==> config.mk <==
export PLATFORM = sky130hd
export DESIGN_NAME = matrix_result_streamer
export DESIGN_NICKNAME = d
export VERILOG_FILES = /design/src/rtl/matrix_result_streamer.sv
export SDC_FILE = /design/constraint.sdc
export NUM_CORES = 1
export LEC_CHECK = 0
export BUFFER_PORTS_ARGS = -buffer_cell sky130_fd_sc_hd__buf_2
export CAP_MARGIN = 20
export CORE_ASPECT_RATIO = 1.75
export CORE_UTILIZATION = 59
export CTS_CLUSTER_DIAMETER = 80
export DETAILED_ROUTE_END_ITERATION = 16
export PLACE_DENSITY = 0.95
export SETUP_SLACK_MARGIN = 0.3
export SLEW_MARGIN = 15
export SYNTH_ARGS = -nofsm -noshare
export SYNTH_HDL_FRONTEND = slang
export SYNTH_SLANG_ARGS = --single-unit
==> constraint.sdc <==
create_clock -name clk -period 5.8 [get_ports clk]
set_clock_uncertainty 0.05 [all_clocks]
set_input_delay 0.87 -clock clk [delete_from_list [all_inputs] [get_ports clk]]
set_output_delay 0.87 -clock clk [all_outputs]
set_load 0.03 [all_outputs]
==> src/rtl/matrix_result_streamer.sv <==
// Walks result matrix R in RAM row-major and streams each byte over valid/ready.
// Optional MM_STREAM_HEADER_EN: prefix the stream with one header byte holding N.
module matrix_result_streamer #(
    parameter int ADDR_WIDTH = 10,
    parameter int DATA_WIDTH = 8,
    parameter int N_WIDTH    = 3
) (
    input  logic                  clk,
    input  logic                  reset,
    input  logic                  start,
    input  logic [N_WIDTH-1:0]    n_in,
    input  logic [ADDR_WIDTH-1:0] base_r,
    output logic [ADDR_WIDTH-1:0] mem_addr,
    output logic                  mem_we,
    input  logic [DATA_WIDTH-1:0] mem_q,
    output logic [DATA_WIDTH-1:0] data_out,
    output logic                  data_valid,
    input  logic                  data_ready,
    output logic                  busy,
    output logic                  done
);

    typedef enum logic [2:0] {
        S_IDLE,
        S_ISSUE,
        S_WAIT,
        S_CAPTURE,
        S_SEND,
`ifdef MM_STREAM_HEADER_EN
        S_HEADER,
`endif
        S_FINISH
    } state_t;

    localparam logic [N_WIDTH-1:0] N_ONE = 1;

    state_t                  state_q;
    state_t                  state_d;
    logic [N_WIDTH-1:0]      n_q;
    logic [ADDR_WIDTH-1:0]   base_q;
    logic [N_WIDTH-1:0]      r_q;
    logic [N_WIDTH-1:0]      c_q;
    logic [N_WIDTH-1:0]      n_last;
    logic                    accept;
    logic                    last_col;
    logic                    last_elem;
    logic [ADDR_WIDTH-1:0]   elem_addr;

    assign n_last    = n_q - N_ONE;
    assign accept    = data_valid && data_ready;
    assign last_col  = (c_q == n_last);
    assign last_elem = last_col && (r_q == n_last);
    assign elem_addr = base_q
                     + ADDR_WIDTH'(r_q) * ADDR_WIDTH'(n_q)
                     + ADDR_WIDTH'(c_q);

    assign mem_we = 1'b0;
    assign done   = (state_q == S_FINISH);

    // State register.
    always_ff @(posedge clk or negedge reset) begin
        if (!reset) begin
            state_q <= S_IDLE;
        end else begin
            state_q <= state_d;
        end
    end

    // Next-state decode; the stream only advances on a completed handshake.
    always_comb begin
        state_d = state_q;
        unique case (state_q)
            S_IDLE: begin
                if (start) begin
`ifdef MM_STREAM_HEADER_EN
                    state_d = S_HEADER;
`else
                    state_d = (n_in == '0) ? S_FINISH : S_ISSUE;
`endif
                end
            end
`ifdef MM_STREAM_HEADER_EN
            S_HEADER: begin
                if (accept) begin
                    state_d = (n_q == '0) ? S_FINISH : S_ISSUE;
                end
            end
`endif
            S_ISSUE:   state_d = S_WAIT;
            S_WAIT:    state_d = S_CAPTURE;
            S_CAPTURE: state_d = S_SEND;
            S_SEND: begin
                if (accept) begin
                    state_d = last_elem ? S_FINISH : S_ISSUE;
                end
            end
            S_FINISH:  state_d = S_IDLE;
            default:   state_d = S_IDLE;
        endcase
    end

    // Datapath: job capture, address generation, output byte and counters.
    always_ff @(posedge clk or negedge reset) begin
        if (!reset) begin
            n_q        <= '0;
            base_q     <= '0;
            r_q        <= '0;
            c_q        <= '0;
            mem_addr   <= '0;
            data_out   <= '0;
            data_valid <= 1'b0;
            busy       <= 1'b0;
        end else begin
            unique case (state_q)
                S_IDLE: begin
                    if (start) begin
                        n_q    <= n_in;
                        base_q <= base_r;
                        r_q    <= '0;
                        c_q    <= '0;
                        busy   <= 1'b1;
`ifdef MM_STREAM_HEADER_EN
                        data_out   <= DATA_WIDTH'(n_in);
                        data_valid <= 1'b1;
`endif
                    end
                end
`ifdef MM_STREAM_HEADER_EN
                S_HEADER: begin
                    if (accept) begin
                        data_valid <= 1'b0;
                    end
                end
`endif
                S_ISSUE: begin
                    mem_addr <= elem_addr;
                end
                S_CAPTURE: begin
                    data_out   <= mem_q;
                    data_valid <= 1'b1;
                end
                S_SEND: begin
                    if (accept) begin
                        data_valid <= 1'b0;
                        if (last_col) begin
                            c_q <= '0;
                            r_q <= r_q + N_ONE;
                        end else begin
                            c_q <= c_q + N_ONE;
                        end
                    end
                end
                S_FINISH: begin
                    busy <= 1'b0;
                end
                default: begin
                end
            endcase
        end
    end

endmodule

Word level (Yosys, flattened, before mapping)

Cells that the tools add are included.

Add/subtract/negate cells: 5
Multipliers: 1
Divide/modulo/power cells: 0
$lt $le $gt $ge: 0
Equality and inequality tests: 10
Shift-type cells: 0
Multiplexer cells: 16
Bitwise logic cells: 0
Reduce and logical (&&, ||, !) cells: 13

Operators by type and width:

| operator                                                              | number |
|---|---|
| 3-bit two-way mux                                                     | 9 |
| 3-bit one-hot mux with 5 select lines                                 | 1 |
| 3-bit one-hot mux with 2 select lines                                 | 2 |
| 10-bit by 3-bit adder with 10-bit output                              | 1 |
| 10-bit by 6-bit adder with 10-bit output                              | 1 |
| 2-bit AND reduction                                                   | 4 |
| 3-bit by 1-bit adder with 3-bit output, second input constant         | 2 |
| 3-bit by 2-bit equality test with 1-bit output, second input constant | 2 |
| 3-bit equality test                                                   | 2 |
| 3-bit equality test, second input constant                            | 2 |
| 3-bit logical NOT                                                     | 2 |
| 3-bit by 3-bit multiplier with 6-bit output                           | 1 |
| 2-bit inequality test, second input constant                          | 3 |
| 2-bit nonzero test                                                    | 3 |
| 1-bit one-hot mux with 2 select lines                                 | 2 |
| 4-bit AND reduction                                                   | 1 |
| 3-bit by 1-bit equality test with 1-bit output, second input constant | 1 |
| 3-bit AND reduction                                                   | 1 |
| 3-bit by 1-bit subtractor with 3-bit output, second input constant    | 1 |
| 1-bit logical AND                                                     | 2 |
| 1-bit two-way mux                                                     | 2 |

Register bits after elaboration: 42
Bits in latches: 0
Bits in writable memories: 0
ROM bits: 0
Input bits: 25
Output and inout bits: 22
Word-level logic and storage cells: 54
Memories kept: 0

Longest topological paths before layout

Depth in word-level cells: 6
Gate-level depth with buffers: 12
Gate-level depth less buffers: 12

Worst setup path before layout

OpenSTA, ideal clock, no wires.

Kind: register to register
Start point: register n_q[2]
End point: register mem_addr[9]
Library setup time: 132 ps
Arrival: 3125 ps
Required time: 5618 ps
Slack: 2493 ps
Cell stages (with the launch flop): 12
Path buffers: 0
Clock period less this slack: 3307 ps
Cells stage by stage: dfrtp_1 -> nand2_1 -> fa_1 -> fa_1 -> fa_1 -> inv_1 -> fa_1 -> a21oi_1 -> o211ai_1 -> o2111ai_1 -> xor2_1 -> o21ai_1

Cells in the longest elaborated chain, start to end: 3

RTL lines:

| element                                     | RTL line | RTL |
|---|---|---|
| from (decl)                                 | 39       | `logic [N_WIDTH-1:0] n_q;` |
| from (signal assigned)                      | 117      | `n_q <= n_in;` |
| 3-bit by 3-bit multiplier with 6-bit output | 54       | `+ ADDR_WIDTH'(r_q) * ADDR_WIDTH'(n_q)` |
| 10-bit by 6-bit adder with 10-bit output    | 54       |  |
| 10-bit by 3-bit adder with 10-bit output    | 55       | `+ ADDR_WIDTH'(c_q);` |
| to (signal assigned)                        | 136      | `mem_addr <= elem_addr;` |
| to (decl)                                   | 13       | `output logic [ADDR_WIDTH-1:0] mem_addr,` |

Every way passes these cells.
A chain may end at the register's enable or synchronous reset.

Worst setup path in the final report

Ends and elaborated chain as after synthesis.

==> results.txt <==
Buffers inserted to repair hold after CTS numbered 0. The worst slack at placement is 2240 ps, and the register area share after synthesis is 0.438. In this run, the number of DRC markers left after iteration 0 of detailed routing was 39. The pin slew with the least headroom to its limit was 922 ps. The die width works out to 50.2 µm. Setup repair after global routing left no endpoint under its margin. TritonCTS built the clock tree. The setup path with the least slack is of type reg2reg. The clock transition at the register clock pins on the worst setup and hold paths after CTS was 90 ps.

STA puts the critical path data required time at 5920 ps. The number of warnings issued by yosys was 0; the y dimension of the die was 86.3 µm. The category of the worst setup path capture point is a flip-flop. Walking the worst path, the cells encountered are nand2_1 -> fa_1 -> fa_1 -> fa_1 -> inv_1 -> fa_1 -> a21oi_1 -> o211ai_1 -> o2111ai_1 -> xor2_1 -> o21ai_1. The number of global-route vias before repair was 2025.

In this run the worst path has a maximum fanout of 6. The fraction of layout cells with a size suffix above 1 was 0.241. Cell with the most instances after synthesis: sky130_fd_sc_hd__nand2_1. The logs give 0.190 for the clock network fraction of design power and 8.93 mm for the global-route wire length before repair. Total power for the finished layout comes to 1.46 mW. At the worst endpoint, the arrival time is 3710 ps. The filler cells instantiated in the layout total 284. In this run, placement finished with an instance count of 325. IR analysis of the VDD net gives a maximum drop of 0.521 mV.

Clock latency of the later-clocked register in the worst-skew pair: 300 ps. The capture point of the worst reg-to-reg path is mem_addr[9]. For the placeable core region, the log shows 0.00387 mm². The worst hold path begins at mem_addr[6]. For the number of maximum-capacitance violations, the log shows 0. The tools report the non-filler instance count after layout as 334. The run finished with clean final reports. Share of flip-flops with an asynchronous set or reset after synthesis: 1.00. The number of nets in the synthesized netlist is 291.

In the final layout, the multi-input gates occupy 0.00124 mm². The top-level port count is 47, and the largest net degree at the start of global routing is 43. The worst slew margin relative to its limit is 0.385. The worst hold path passes through 2 cells. The number of port buffers is 45, and the total leakage power is 1.42 nW. The tools report the initial standard-cell utilization of the core as 0.620.

By count the netlist is led by 60 x sky130_fd_sc_hd__nand2_1, 42 x sky130_fd_sc_hd__dfrtp_1, 18 x sky130_fd_sc_hd__ha_1, 14 x sky130_fd_sc_hd__inv_1, 11 x sky130_fd_sc_hd__o21ai_0. Row generation in the floorplan step produced 30 rows. The post-route DRC violation count was 0. The tools report the register cell area after layout as 0.00105 mm².

The final hold violation count is 0. In this run the post-CTS setup repair buffer count came out at 0. In this run the worst setup path begins at n_q[2]. For the relative contribution of combinational cells to total power, the log shows 0.451. The fraction of power spent switching nets is 0.427.

0 antenna diodes ended up in the layout. In the final timing run, aggregate negative setup slack is 0 ps. The total power density per cell area was 525 mW/mm². The cell sitting at the root of the clock tree is a sky130_fd_sc_hd__clkbuf_8. The synthesized design contains 0 enable-type register cells.

The sequential share of power is 0.359, and the number of flip-flops and latches in the synthesized netlist is 42. STA classifies the critical path startpoint as a flip-flop. Using the TritonRoute via totals, the vias-per-cell ratio works out to 5.57.

The setup check on the worst reg-to-reg path leaves a slack of 2220 ps. The number of antenna violations at the first check in global routing is 0, and the maximum operating frequency is 0.279 GHz. The final net count was 335; the number of levels in the clock H-tree was 2. The most numerous cell type found on the critical path is sky130_fd_sc_hd__fa_1. The run gives 3.71 mm as the estimated wirelength of the detail-placed design.

The most frequently used flop master after synthesis is sky130_fd_sc_hd__dfrtp_1. In this run the cell area of the synthesized design comes to 0.00240 mm². Once detail routing completed, the nets flagged for antenna violations numbered 0.

Internal power comes to 836 µW. Once routing completed, OpenROAD measured the worst setup slack at 2220 ps. The number of optimization iterations in the first detailed-route pass is 5, and the number of buffers created by CTS is 5. Type of the worst min-delay path: reg2reg.

The final weighted congestion in routability-driven placement was 0.879. The area overhead of the layout relative to synthesis is 15.9%, and the clock tree buffer depth is 2. The slowest stage of the critical path belongs to the cell sky130_fd_sc_hd__fa_1.

Of all cell types, the one taking the most synthesized area is sky130_fd_sc_hd__dfrtp_1. The run gives 1860 as the number of vias after detailed routing. Sorting the synthesized cells by area gives the leading types as sky130_fd_sc_hd__dfrtp_1 44%, sky130_fd_sc_hd__ha_1 9.4%, sky130_fd_sc_hd__nand2_1 9.4%. The biggest cell delay along the critical path came out at 570 ps. Wires add up to 5.12 mm.

The total global routing track utilization is 0.280, and the top-area cell type share of the netlist area is 0.438. After detailed routing, the average wire length per cell comes to 15.3 µm. The startpoint of the worst register-to-register path is n_q[2].

For this design the total switching power over the nets is 622 µW. Subtracting the final worst setup slack from the clock period gives 3580 ps. For hold timing, the worst endpoint is mem_addr[6].

Setup violations remaining at the end of the flow were counted as 0. The number of sinks handled by clock tree synthesis was 42. The share of the clock period used by the worst path after layout was 0.617. The floorplan die area is 0.00433 mm², and the number of instances in the synthesized netlist is 241. For the worst flop-to-flop path, the logic depth is 11. Summed over all layers, the global routing overflow is 0. The max-slew violation total from the final report came out at 0. The average size of a mapped cell is 9.95 µm², and the number of cells upsized or downsized after cts is 0.

The number of different library cells used by synthesis comes to 43.
[sequential cells by signal, indices dropped and copies added, names as in the netlist]
name and cells:
base_q 10, mem_addr 10, data_out 8, c_q 3
n_q 3, r_q 3, state_q 3, busy 1
data_valid 1
[cell families (layout without fill, tap and decap cells)]
kind of cell,after synthesis,in the layout,synth area share
buf+inv,23,68,0.0423
flops,42,42,0.438
other cells,1,1,0.00156
xor+xnor,13,13,0.0538
compound gates,34,34,0.0840
mux,9,9,0.0418
simple gates,94,94,0.186
fa+ha+maj,25,25,0.152
[final cells by class]
cell class,instances,area share
clock buffer,5,0.0248
clock inverter,3,0.0248
inverter,14,0.0189
multi-input combinational,176,0.448
sequential,42,0.378
tap,48,0.0216
timing repair buffer,46,0.0837
[critical path: cells and delay by family, from the launching register on]
family / cells / cell delay, ps
AND/OR/NAND/NOR: 1 / 110
AO/OA/AOI/OAI: 4 / 610
XOR/XNOR: 1 / 190
adder cells (fa/ha/maj): 4 / 1970
flip-flops: 1 / 460
buffers and inverters: 1 / 70
[layout by cell type (no fill, tap or decap), types with 3 or more instances in the layout]
cell type | synthesis | layout
sky130_fd_sc_hd__a21oi_1 | 5 | 5
sky130_fd_sc_hd__and2_1 | 4 | 4
sky130_fd_sc_hd__buf_2 | 6 | 45
sky130_fd_sc_hd__clkbuf_8 | 0 | 5
sky130_fd_sc_hd__dfrtp_1 | 42 | 42
sky130_fd_sc_hd__fa_1 | 7 | 7
sky130_fd_sc_hd__ha_1 | 18 | 18
sky130_fd_sc_hd__inv_1 | 14 | 14
sky130_fd_sc_hd__mux2_2 | 8 | 8
sky130_fd_sc_hd__nand2_1 | 60 | 60
sky130_fd_sc_hd__nand3_1 | 4 | 4
sky130_fd_sc_hd__nand4_1 | 3 | 3
sky130_fd_sc_hd__nor2_1 | 5 | 5
sky130_fd_sc_hd__o21ai_0 | 11 | 11
sky130_fd_sc_hd__o21ai_1 | 7 | 7
sky130_fd_sc_hd__or3_1 | 3 | 3
sky130_fd_sc_hd__xnor2_1 | 7 | 7
sky130_fd_sc_hd__xor2_1 | 5 | 5
[power by group through the flow]
stage	clock network, mW	logic, mW	registers [mW]
2_1_floorplan	0	0.394	0.619
3_5_place_dp	0	0.650	0.527
4_1_cts	0.279	0.661	0.523
5_1_grt	0.290	0.731	0.543
3_3_place_gp	0	0.626	0.517
6_report	0.277	0.658	0.523
[worst max-delay path by stage]
| stage | to | slack, ps |
|---|---|---|
| 6_report | mem_addr[9] | 2220 |
| 3_5_place_dp | mem_addr[9] | 2240 |
| 5_1_grt | mem_addr[9] | 1980 |
| 4_1_cts | mem_addr[9] | 2230 |
| 2_1_floorplan | mem_addr[9] | 2490 |
| 3_3_place_gp | mem_addr[7] | 2380 |
[per-stage QoR]
step	area (µm²)	util	hold WS, ps
after floorplan	2400	-	402
after global placement	2630	0.681	403
after detailed placement	2630	0.681	412
after CTS	2770	0.717	431
after global routing	2780	0.719	459
final	2780	0.719	428
[metal layers]
metal / share of wire / track usage / routed length [µm]
met1: 0.34 / 0.276 / 1750
met2: 0.57 / 0.520 / 2930
met3: 0.043 / 0.0561 / 220
met4: 0.043 / 0.164 / 218
met5: 0 / 0 / 0
No activity file was read; power rests on OpenSTA's default activity.
